<file path="src/rtl/outbox_drain_pkg.sv">
// Shared types and constants for the OUTBOX-to-UART drain.
package outbox_drain_pkg;

  typedef enum logic [1:0] {
    IDLE  = 2'd0,
    POP   = 2'd1,
    SEND  = 2'd2,
    GUARD = 2'd3
  } state_e;

  localparam logic [7:0] ASCII_ZERO    = 8'h30;
  localparam logic [7:0] ASCII_UPPER_A = 8'h41;
  localparam logic [7:0] SEP_DEFAULT   = 8'h0A;

endpackage

</file>
<file path="src/rtl/outbox_drain_if.sv">
// OUTBOX pop port and UART TX start/busy handshake; master = drain side.
interface outbox_drain_if;
  logic       cpu_out_empty;
  logic [7:0] cpu_out_data;
  logic       cpu_out_rd;
  logic       tx_busy;
  logic       tx_start;
  logic [7:0] tx_data;

  modport master (
    input  cpu_out_empty, cpu_out_data, tx_busy,
    output cpu_out_rd, tx_start, tx_data
  );

  modport slave (
    output cpu_out_empty, cpu_out_data, tx_busy,
    input  cpu_out_rd, tx_start, tx_data
  );
endinterface

</file>
<file path="src/rtl/outbox_drain_nib2hex.sv">
// Nibble to uppercase ASCII hex digit; only built with OUTBOX_HEX_ASCII_EN.
`ifdef OUTBOX_HEX_ASCII_EN
module nib2hex
  import outbox_drain_pkg::*;
(
  input  logic [3:0] nib,
  output logic [7:0] ascii
);
  always_comb begin
    if (nib < 4'd10) ascii = ASCII_ZERO + {4'h0, nib};
    else             ascii = ASCII_UPPER_A + {4'h0, nib} - 8'd10;
  end
endmodule
`endif

</file>
<file path="src/rtl/outbox_drain.sv">
// Pops CPU OUTBOX bytes and feeds them to a UART TX via start/busy.
// Define OUTBOX_HEX_ASCII_EN to send each byte as two hex digits plus SEP_CHAR.
module outbox_drain
  import outbox_drain_pkg::*;
#(
  parameter logic [7:0]  SEP_CHAR = SEP_DEFAULT,
  parameter int unsigned CNT_W    = 8
) (
  input  logic              clk,
  input  logic              i_rst_n,
  input  logic              en,
  outbox_drain_if.master    bus,
  output logic              busy,
  output logic [CNT_W-1:0]  sent_cnt
);

  state_e           state_q, state_d;
  logic [7:0]       byte_q, byte_d;
  logic             tx_start_q, tx_start_d;
  logic [7:0]       tx_data_q, tx_data_d;
  logic [CNT_W-1:0] cnt_q, cnt_d;
  logic             last_char;
  logic [7:0]       next_char;

`ifdef OUTBOX_HEX_ASCII_EN
  logic [1:0] idx_q, idx_d;
  logic [7:0] hi_ascii, lo_ascii;

  nib2hex u_hi (.nib(byte_d[7:4]), .ascii(hi_ascii));
  nib2hex u_lo (.nib(byte_d[3:0]), .ascii(lo_ascii));

  assign last_char = (idx_q == 2'd2);

  always_comb begin
    case (idx_d)
      2'd0:    next_char = hi_ascii;
      2'd1:    next_char = lo_ascii;
      default: next_char = SEP_CHAR;
    endcase
  end
`else
  assign last_char = 1'b1;
  assign next_char = byte_d;
`endif

  // tx_start is registered: it is requested one edge after tx_busy is seen low,
  // so it appears in the cycle after POP (or GUARD) and GUARD then sees busy.
  always_comb begin
    state_d    = state_q;
    byte_d     = byte_q;
    tx_start_d = 1'b0;
    cnt_d      = cnt_q;
`ifdef OUTBOX_HEX_ASCII_EN
    idx_d      = idx_q;
`endif
    case (state_q)
      IDLE: begin
        if (en && !bus.cpu_out_empty && !bus.tx_busy) state_d = POP;
      end
      POP: begin
        byte_d     = bus.cpu_out_data;
        tx_start_d = !bus.tx_busy;
        state_d    = SEND;
      end
      SEND: begin
        if (tx_start_q) state_d = GUARD;
        else            tx_start_d = !bus.tx_busy;
      end
      GUARD: begin
        if (!bus.tx_busy) begin
          if (!last_char) begin
`ifdef OUTBOX_HEX_ASCII_EN
            idx_d = idx_q + 2'd1;
`endif
            tx_start_d = 1'b1;
            state_d    = SEND;
          end else begin
            cnt_d = cnt_q + CNT_W'(1);
`ifdef OUTBOX_HEX_ASCII_EN
            idx_d = '0;
`endif
            state_d = IDLE;
          end
        end
      end
      default: state_d = IDLE;
    endcase
  end

  always_comb begin
    tx_data_d = tx_data_q;
    if (tx_start_d) tx_data_d = next_char;
  end

  always_ff @(posedge clk or negedge i_rst_n) begin
    if (!i_rst_n) begin
      state_q    <= IDLE;
      byte_q     <= '0;
      tx_start_q <= 1'b0;
      tx_data_q  <= '0;
      cnt_q      <= '0;
`ifdef OUTBOX_HEX_ASCII_EN
      idx_q      <= '0;
`endif
    end else begin
      state_q    <= state_d;
      byte_q     <= byte_d;
      tx_start_q <= tx_start_d;
      tx_data_q  <= tx_data_d;
      cnt_q      <= cnt_d;
`ifdef OUTBOX_HEX_ASCII_EN
      idx_q      <= idx_d;
`endif
    end
  end

  assign bus.cpu_out_rd = (state_q == POP);
  assign bus.tx_start   = tx_start_q;
  assign bus.tx_data    = tx_data_q;
  assign busy           = (state_q != IDLE);
  assign sent_cnt       = cnt_q;

endmodule

</file>
<file path="src/flat_wrapper.sv">
// flat-port wrapper written by rule: the top's interface ports become plain ports
module outbox_drain_flat import outbox_drain_pkg::*;
#(
  parameter logic [7:0]  SEP_CHAR = SEP_DEFAULT,
  parameter int unsigned CNT_W    = 8
)
  (clk, i_rst_n, en, busy, sent_cnt, bus_cpu_out_empty, bus_cpu_out_data, bus_tx_busy, bus_cpu_out_rd, bus_tx_start, bus_tx_data);
  outbox_drain_if bus_i ();
  input  logic clk;
  input  logic i_rst_n;
  input  logic en;
  output logic busy;
  output logic [CNT_W-1:0] sent_cnt;
  input wire logic [$bits(bus_i.cpu_out_empty)-1:0] bus_cpu_out_empty;
  input wire logic [$bits(bus_i.cpu_out_data)-1:0] bus_cpu_out_data;
  input wire logic [$bits(bus_i.tx_busy)-1:0] bus_tx_busy;
  output wire logic [$bits(bus_i.cpu_out_rd)-1:0] bus_cpu_out_rd;
  output wire logic [$bits(bus_i.tx_start)-1:0] bus_tx_start;
  output wire logic [$bits(bus_i.tx_data)-1:0] bus_tx_data;
  assign bus_i.cpu_out_empty = bus_cpu_out_empty;
  assign bus_i.cpu_out_data = bus_cpu_out_data;
  assign bus_i.tx_busy = bus_tx_busy;
  assign bus_cpu_out_rd = bus_i.cpu_out_rd;
  assign bus_tx_start = bus_i.tx_start;
  assign bus_tx_data = bus_i.tx_data;
  outbox_drain #(.SEP_CHAR(SEP_CHAR), .CNT_W(CNT_W)) u_core (.clk(clk), .i_rst_n(i_rst_n), .en(en), .bus(bus_i), .busy(busy), .sent_cnt(sent_cnt));
endmodule
</file>
<file path="config.mk">
export PLATFORM = sky130hd
export DESIGN_NAME = outbox_drain_flat
export DESIGN_NICKNAME = d
export VERILOG_FILES = /design/src/rtl/outbox_drain_pkg.sv /design/src/rtl/outbox_drain_if.sv /design/src/rtl/outbox_drain_nib2hex.sv /design/src/rtl/outbox_drain.sv /design/src/flat_wrapper.sv
export SDC_FILE = /design/constraint.sdc
export NUM_CORES = 1
export LEC_CHECK = 0
export ABC_AREA = 1
export CORE_AREA = 4 4 62 58
export DETAILED_ROUTE_END_ITERATION = 10
export DIE_AREA = 0 0 66 62
export GPL_ROUTABILITY_DRIVEN = 0
export PLACE_DENSITY = 0.72
export SYNTH_ARGS = -nofsm -noshare
export SYNTH_HDL_FRONTEND = slang
export SYNTH_SLANG_ARGS = --single-unit
</file>
<file path="constraint.sdc">
create_clock -name clk -period 1.8 [get_ports clk]
set_input_delay 0.18 -clock clk [delete_from_list [all_inputs] [get_ports clk]]
set_output_delay 0.18 -clock clk [all_outputs]
set_load 0.03 [all_outputs]
</file>
# Word level (Yosys, flattened, before mapping)
# Cells that the tools add are included.
# Widths: inputs -> output; s select.
[op_classes]
bitwise = 1
muxes = 7
add_sub_neg = 1
n_eq_ne = 6
reduce_logical = 8
[ops]
columns = ["op", "count"]
rows = [
  ["$add 8x1->8 const B", 1],
  ["$mux 8", 1],
  ["$pmux 2 s4", 1],
  ["$mux 2", 3],
  ["$eq 2x2->1 const B", 2],
  ["$ne 2x1->1 const B", 2],
  ["$reduce_and 3->1", 1],
  ["$eq 2x1->1 const B", 1],
  ["$logic_and 1x1->1", 2],
  ["$logic_not 1->1", 2],
  ["$logic_not 2->1", 1],
  ["$ne 2x2->1 const B", 1],
  ["$pmux 1 s2", 1],
  ["$reduce_and 2->1", 1],
  ["$reduce_bool 2->1", 1],
  ["$mux 1", 1],
  ["$not 1->1", 1],
]
[word_totals]
reg_bits = 27
out_inout_bits = 19
wordCells = 28
in_bits = 13

# Longest topological paths before layout
[logic_depth]
ltp_word = 5
depth_mapped = 8

# Worst setup path before layout
# Ideal clock, no wire load.
[synth_path]
path_kind = "flip-flop to flip-flop"
from = "register u_core.state_q[1]"
to = "register u_core.tx_data_q[6], in the netlist u_core.bus.tx_data[6]"
setup_ns = 0.074
t_arrival_ns = 1.431
setup_slack_ns = 0.295
stages_incl_launch_ff = 8
path_buffers = 2
path_cell_list = "dfrtp_1 -> inv_1 -> ha_1 -> buf_6 -> o21ai_4 -> buf_12 -> nand2_2 -> o21ai_2"
[synth_via]
elab_chain_len = 2
word_cells_on_any_way = 4
classes_between = "eq/ne (2); mux (2)"
[synth_lines]
columns = ["item", "line_no", "source"]
rows = [
  ["from (decl)", "outbox_drain.sv:17", "state_e state_q, state_d;"],
  ["from (signal assigned)", "outbox_drain.sv:106", "state_q <= state_d;"],
  ["$eq 2x1->1 *", "-", ""],
  ["named net bus_cpu_out_rd", "flat_wrapper.sv:17", "output wire logic [$bits(bus_i.cpu_out_rd)-1:0] bus_cpu_out_rd;"],
  ["$pmux 1 s2 or $mux 8 (tied branches)", "outbox_drain.sv:56", "case (state_q)"],
  ["to (signal assigned)", "outbox_drain.sv:109", "tx_data_q <= tx_data_d;"],
  ["to (decl)", "outbox_drain.sv:20", "logic [7:0] tx_data_q, tx_data_d;"],
]
# The timed path passes the listed nets; every way through them passes the cells marked *.
# A chain may end at the register's enable or synchronous reset.

# Final worst setup path
[layout_path]
from = "register u_core.state_q[0]"
to = "output port busy"
[layout_via]
elab_chain_len = 1
[layout_lines]
columns = ["item", "line_no", "source"]
rows = [
  ["$reduce_bool 2->1", "outbox_drain.sv:120", "assign busy = (state_q != IDLE);"],
  ["to (decl)", "flat_wrapper.sv:12", "output logic busy;"],
]
# No other way between the ends.

==> results_dict.tcl <==
set metrics [dict create \
    status "finished clean" \
    cts_hold_buf 0 \
    grt-ovfl-total 0 \
    route.vias.total 1012 \
    clock_skew_ps 13.8 \
    slew_viol_final 0 \
    setup_ws_ps 136 \
    final_util_pct 57.2 \
    cts_tree "built" \
    drc 0 \
    path_clk_slew_ps 160 \
    cp-end-kind "output pin" \
    numPortBuffers 31 \
    post-place-ws_ps 213 \
    ys_ff_latch 27 \
    peakVddDrop_v 0.000958 \
    worst_path_max_delay_cell "dfrtp_1" \
    num_rows 19 \
    r2r_setup_slack_ps 310 \
    synth_compound_area_share_pct 7.97 \
    synth_warnings 0 \
    start_util_pct 43.8 \
    grt_max_degree 28 \
    cp.required_ps 1620 \
    synth.largest_area_cell "dfrtp_1" \
    ys_top_cells_by_area "dfrtp_1, nand2_1, inv_1" \
    arrival_ps 1480 \
    clk_latency_ps 330 \
    finalSetupViolCount 0 \
    clkSinkCount 27 \
    avgViaCountPerCell 4.58 \
    fmax_ghz 0.601 \
    synth-simple-area-share_pct 22.7 \
    min_path_type "in2async" \
    clock_tree.buffer_depth 2 \
    slew_headroom_pct 77.3 \
    cp-start-kind "flop" \
    num-fill-cells 291 \
    netlist_area_um2 1300 \
    dieHeight_um 62 \
    worst_r2r_startpoint "u_core.state_q[0]$_DFFE_PN0P_" \
    maxCapViolations 0 \
    tns_ps 0 \
    muxShareOfSynthArea_pct 0 \
    nNetsFinal 199 \
    wire_per_inst_um 11.4 \
    ys_seq_area_share_pct 51.9 \
    dp_hpwl_mm 1.93 \
    syn_nets 162 \
    antenna_found_initial 0 \
    areaGrowthSynthToFinish_pct 30.5 \
    synth_top_area_share_pct 51.9 \
    synthAdderAreaFrac_pct 5.76 \
    path_cells "inv_1, ha_1, inv_1, clkdlybuf4s15_1" \
    finalCritPeriodShare_pct 92.5 \
    wl_mm 2.52 \
    syn_area_per_cell_um2 9.11 \
    htreeDepth 1 \
    post_synth_num_cell_types 21 \
    min_period_ps 1660 \
    cellLeakagePower_nw 0.839 \
    crit_start "u_core.state_q[0]$_DFFE_PN0P_" \
    first_pass_iters 4 \
    syn_inst 143 \
    cts_buffers 3 \
    cp_common_cell "inv_1" \
    num_io_pins 32 \
    coreArea_um2 2970 \
    cpPeakStageDelay_ps 420 \
    clock-root-buffer "clkbuf_4" \
    num_antenna_cells 0 \
    crit_path_max_fanout 4 \
    tightest_slew_ps 341 \
    grt_pass1_wl_mm 4.20 \
    synth_top_family_by_area "simple AND/OR/NAND/NOR gates" \
    critical_path_class "reg2out" \
    dieArea_um2 4090 \
    drtAntennaViolNets 0 \
    rsz0062_at_grt "no" \
    p_per_area_nw_per_um2 1660 \
    grtUsageTotal_pct 13.5 \
    final_layout_size_suffix_gt1_share_pct 11.7 \
    drtIter0Drc 46 \
    final_hold_viol_count 0 \
    die_w_um 66 \
    grt_pass1_vias 995 \
    yosys.area_share.xor_xnor_pct 2.69 \
]
[cell type report]
type	instances	area [µm²]	share of cell area [%]
sequential	27	676	39.8
multi-input combinational	91	512	30.1
timing repair buffer	34	343	20.2
inverter	23	86.3	5.08
tap	42	52.6	3.09
clock buffer	3	22.5	1.33
clock inverter	1	7.51	0.442
[logic make-up after synthesis]
kind of cell / count (synthesis)
compound gates: 12
xor+xnor: 4
fa+ha+maj: 6
buf+inv: 25
flops: 27
simple gates: 69
[state kept, by name, indices dropped and copies added, names as in the netlist]
name and cells:
u_core.bus.tx_data 8, u_core.bus.tx_start 1, u_core.sent_cnt 8, u_core.byte_q 8, u_core.state_q 2
[cell usage in the layout, fill, tap and decap left out]
master and count:
a21oi_1 1, and2_1 8, buf_12 1, buf_4 3, clkbuf_4 3, clkdlybuf4s15_1 1
clkdlybuf4s50_1 29, clkinvlp_4 1, dfrtp_1 27, ha_1 5, ha_2 1, inv_1 22
inv_2 1, nand2_1 41, nand2_2 1, nand3_1 6, nand4_1 1, nor2_1 10
nor3_1 1, o21ai_0 1, o21ai_2 8, o21ai_4 1, o21bai_1 1, or2_2 1
xnor2_1 1, xor2_1 3
[worst max-delay path: cells and delay by family, from the launching register on]
kind	cells	cell delay [ps]
DFF	1	420
buffers and inverters	3	520
adders and majority gates	1	220
[final timing paths]
path / cells past startpoint / to
max: 4 / busy
min: 2 / u_core.bus.tx_data[3]$_DFFE_PN0P_
max reg2reg: 8 / u_core.bus.tx_data[1]$_DFFE_PN0P_
min reg2reg: 2 / u_core.bus.tx_data[2]$_DFFE_PN0P_
max in group asynchronous: 2 / u_core.state_q[1]$_DFFE_PN0P_
min in group clk: 2 / u_core.bus.tx_data[2]$_DFFE_PN0P_
[synthesized netlist by cell type]
cell       n
xnor2_1    1
nand2_1   41
inv_2      1
or2_2      1
buf_6      1
nor2_1    10
a21oi_1    1
nand4_1    1
xor2_1     3
nand2_2    1
ha_1       6
o21ai_4    1
inv_1     22
o21ai_0    1
nor3_1     1
dfrtp_1   27
buf_12     1
and2_1     8
o21ai_2    8
o21bai_1   1
nand3_1    6
[report_power, final]
part,switching (mW),internal (mW)
sequential,0.147,0.847
combinational,0.917,0.635
clock,0.189,0.0851
total,1.25,1.57
[per-layer routing]
layer	wire length (µm)	global-route usage, %
met5	0	0
met4	7	2.61
met3	125	4.32
met2	1350	27.9
met1	1040	13.4
[what timing repair did]
item	CTS	global route
setup buffers	0	0
setup endpoints to repair	1	2
resized for setup	1	2
[metrics by stage]
stage                     std cells  instance area, µm²  hold slack, ps  power (mW)
after detailed placement        217                1670             474        2.58
after CTS                       221                1700             206        2.86
final                           221                1700             198        2.82
after floorplan                 143                1300            -116        2.06
after global routing            221                1700             202        3.05
after global placement          217                1670             468        2.52
Power figures use the tool's default switching activity.
==> RTL edit 1 (same flow settings) <==
`CNT_W` is set to 8 in 2 places; all go to 6.
--- a/src/rtl/outbox_drain.sv
+++ b/src/rtl/outbox_drain.sv
@@ -5,5 +5,5 @@
 #(
   parameter logic [7:0]  SEP_CHAR = SEP_DEFAULT,
-  parameter int unsigned CNT_W    = 8
+  parameter int unsigned CNT_W    = 6
 ) (
   input  logic              clk,
--- a/src/flat_wrapper.sv
+++ b/src/flat_wrapper.sv
@@ -3,5 +3,5 @@
 #(
   parameter logic [7:0]  SEP_CHAR = SEP_DEFAULT,
-  parameter int unsigned CNT_W    = 8
+  parameter int unsigned CNT_W    = 6
 )
   (clk, i_rst_n, en, busy, sent_cnt, bus_cpu_out_empty, bus_cpu_out_data, bus_tx_busy, bus_cpu_out_rd, bus_tx_start, bus_tx_data);
Ports: changed (resized sent_cnt); port bits go from 32 to 30. No check against the original RTL was run, so the function may have changed too.
==> RTL edit 1 against the original RTL <==
- die area unchanged
- design area down 5.5%
- clock skew is 11 ps lower
- clock power decreased by 9.9%
- routed wire length is 10% lower
- setup slack worse by 24 ps
- via count is 10% lower
- power increased by 1.2%
- sequential cell count is 2 lower
- synthesized cell count shrank 12%
- synthesized area shrank 8.0%
- largest cell class unchanged
- sequential share of layout area fell by 0.79 points
- count of clock-buffer cells in the layout rose by 1
- sequential power shrank 2.4%
==> RTL edit 1: results (changes against the original RTL) <==
CP max stage delay = 440 ps (+20 ps)
placed cell count = 197 (-9.2%)
status = finished clean
Final Core Density = 54.0% (-3.2 points)
count of buffers from port buffering = 29 (-6.5%)
VDD IR max = 0.901 mV (-5.9%)
pre-CTS WS = 188 ps (-25.0 ps)
most frequent cells after synthesis = nand2_1, dfrtp_1, inv_1
post-synthesis xor/xnor area fraction = 2.19% (-0.50 points)
dpl cell area = 1520 um^2 (-8.6%)
R2R depth = 9 (+1)
Total GRT Usage = 12.1% (-1.4 points)
Reg2Reg Capture Point = u_core.bus.tx_data[5]
Pwr Total = 0.00285 W (+1.2%)
Skew-Pair Late Insertion Delay = 310 ps (-20 ps)
leakage = 0.809 nW (-3.6%)
critical path data arrival time = 1510 ps (+30 ps)
main area contributors after synthesis = dfrtp_1, nand2_1, ha_1
Worst Slack Setup Final = 112 ps (-23.7 ps)
TritonRoute pass-1 iters = 3 (-1)
post-synthesis compound-gate area fraction = 8.04% (+0.064 points)
FF-to-FF setup slack = 200 ps (-110 ps)
NumNets Final = 185 (-7.0%)
vias in the first global route = 860 (-14%)
clk slew on worst S/H paths = 130 ps (-30 ps)
post-synthesis sequential area ratio = 52.2% (+0.32 points)
multiplexer share of the synthesized area = 0.939% (+0.94 points)
Via Count = 907 (-10%)
Setup Skew = 3.08 ps (-10.7 ps)
DRT iter0 DRCs = 29 (-37%)
Post-Syn Nets = 145 (-10%)
Max-slew headroom = 79.4% (+2.1 points)
first-pass GRT wire length = 3800 um (-9.4%)
layout cells sized above 1 = 15.2% (+3.4 points)
HPWL after DPL = 1660 um (-14%)
pin count of the biggest net entering global routing = 26 (-7.1%)
Min Hold Slack = 208 ps (+10.4 ps)
## RTL edit 1: timing repair
action	4_1_cts	5_1_grt
hold endpoints to repair	0	0
resized for setup	1	0
endpoints found under the setup margin	1	2
pin swaps	0	1
buffers inserted	0	6
## RTL edit 1: power by group through the flow
stage          sequential (W)  combinational, W  clock (W)
6_report             0.000970           0.00164   0.000247
5_1_grt               0.00100           0.00181   0.000283
4_1_cts              0.000973           0.00156   0.000264
3_5_place_dp         0.000985           0.00156          0
3_3_place_gp         0.000974           0.00153          0
2_1_floorplan         0.00122          0.000846          0
## RTL edit 1: area by class of cell
| class | count | share of cell area [%] |
|---|---|---|
| clock buffer | 4 | 1.64 |
| inverter | 20 | 4.68 |
| multi-input combinational | 79 | 29.1 |
| sequential | 25 | 39.0 |
| tap | 42 | 3.27 |
| timing repair buffer | 37 | 22.4 |
## RTL edit 1: layer usage
layer / track usage (%) / wire length [um]
met1: 15.6 / 1050
met3: 4.50 / 137
met4: 2.61 / 10
met5: 0 / 0
met2: 19.9 / 1060
==> RTL edit 2 (same settings) <==
Made on the original files. Take the reset off `byte_q` and load it in a clocked block of its own.
--- a/src/rtl/outbox_drain.sv
+++ b/src/rtl/outbox_drain.sv
@@ -96,5 +96,4 @@
     if (!i_rst_n) begin
       state_q    <= IDLE;
-      byte_q     <= '0;
       tx_start_q <= 1'b0;
       tx_data_q  <= '0;
@@ -105,5 +104,4 @@
     end else begin
       state_q    <= state_d;
-      byte_q     <= byte_d;
       tx_start_q <= tx_start_d;
       tx_data_q  <= tx_data_d;
@@ -113,4 +111,8 @@
 `endif
     end
+  end
+
+  always_ff @(posedge clk) begin
+    byte_q <= byte_d;
   end
 
Formal check against the unedited RTL: no difference found for any inputs over 10 cycles, from zero or initial values and one cycle with i_rst_n low; that may be too few to reach the edited logic, so the function may still have changed.
==> RTL edit 2 against the original RTL <==
- fmax is 0.77% lower
- clock skew is 5.5 ps lower
- routed wire length is 2.3% lower
- count of clock-buffer cells in the layout stayed put
- design area is 2.6% lower
- largest cell class unchanged
- power is 0.60% lower
- sequential cell count stayed put
- setup slack worse by 13 ps
- critical path type unchanged
- synthesized area is 3.1% lower
==> RTL edit 2: results (changes against the original RTL) <==
status = finished clean
RR Startpoint = u_core.state_q[1]
CP max FO = 4 (unchanged)
asr flop ratio synth = 70.4% (-30 points)
VDD IR max = 0.741 mV (-23%)
post-synthesis compound-gate area fraction = 8.23% (+0.25 points)
most frequent cells after synthesis = nand2_1, inv_1, dfrtp_1
Detailed Route WL = 2460 um (-2.3%)
first-pass GRT wire length = 4170 um (-0.67%)
filler cell count = 289 (-0.69%)
Unique masters post-synth = 22 (+4.8%)
main area contributors after synthesis = dfrtp_1, dfxtp_1, nand2_1
post-synthesis sequential area ratio = 50.3% (-1.5 points)
Total GRT Usage = 13.2% (-0.30 points)
adder-cell share of the synthesized area = 5.95% (+0.18 points)
total CTS buffers = 3 (unchanged)
post-synthesis xor/xnor area fraction = 2.78% (+0.085 points)
DR WL met3 = 118 um (-5.6%)
wire per inst = 11.1 um (-2.3%)
DRT iter0 DRCs = 26 (-43%)
dpl cell area = 1630 um^2 (-2.4%)
Max-slew headroom = 77.1% (-0.16 points)
Met1 Wirelength = 1030 um (-1.3%)
Setup Skew = 8.25 ps (-5.52 ps)
Clock Path Buffers = 2 (unchanged)
HPWL after DPL = 1960 um (+1.2%)
NumNets Final = 199 (unchanged)
Vias/cell = 4.46 (-2.7%)
leakage = 0.810 nW (-3.5%)
vias in the first global route = 991 (-0.40%)
critical path data arrival time = 1500 ps (+20 ps)
metal2 WL = 1300 um (-3.7%)
pin count of the biggest net entering global routing = 20 (-29%)
layout cells sized above 1 = 11.2% (-0.56 points)
placed cell count = 217 (unchanged)
pre-CTS WS = 211 ps (-2.21 ps)
synth warn = 0 (unchanged)
[RTL edit 2: cell families after synthesis]
kind of cell,after synthesis
flops,27
buf+inv,25
xor+xnor,4
compound gates,12
fa+ha+maj,6
simple gates,69
[RTL edit 2: what timing repair did]
| item | 4_1_cts | 5_1_grt |
|---|---|---|
| endpoints found under the hold margin | 0 | 0 |
| setup endpoints to repair | 1 | 0 |
| resized for setup | 1 | 0 |
| hold buffers | 0 | 0 |
[RTL edit 2: worst max-delay path, cell delays in order (launching register included)]
cell and delay, ps:
dfrtp_1 420, inv_1 100, ha_1 220, inv_1 60, dlygate4sd2_1 380
[RTL edit 2: routing by layer]
layer	track usage, %	vias up
met2	25.3	21
met5	0	-
li1	-	505
met4	2.61	0
met1	15.2	455
met3	3.24	4
[RTL edit 2: worst paths after layout]
| kind | endpoint | slack (ps) | cells after the start |
|---|---|---|---|
| max | busy | 120 | 4 |
| min | u_core.sent_cnt[6] | 170 | 2 |
| max reg2reg | u_core.bus.tx_data[5] | 260 | 6 |
| min reg2reg | u_core.bus.tx_data[0] | 510 | 2 |
| max in group asynchronous | u_core.state_q[0] | 1420 | 2 |
| min in group clk | u_core.bus.tx_data[0] | 510 | 2 |
[RTL edit 2: final cells by class]
class / count / area (um^2) / area share [%]
Timing Repair Buffer: 34 / 342 / 20.6
Sequential cell: 27 / 636 / 38.4
Clock inverter: 1 / 7.51 / 0.454
Inverter: 23 / 86.3 / 5.22
Multi-Input combinational cell: 91 / 509 / 30.8
Clock buffer: 3 / 22.5 / 1.36
Tap cell: 42 / 52.6 / 3.17
[RTL edit 2: report_power, final]
part	leakage, nW	internal (W)	total (W)	switching, W
clock	0.0139	0.0000850	0.000267	0.000182
combinational	0.487	0.000627	0.00154	0.000913
sequential	0.309	0.000850	0.000996	0.000146
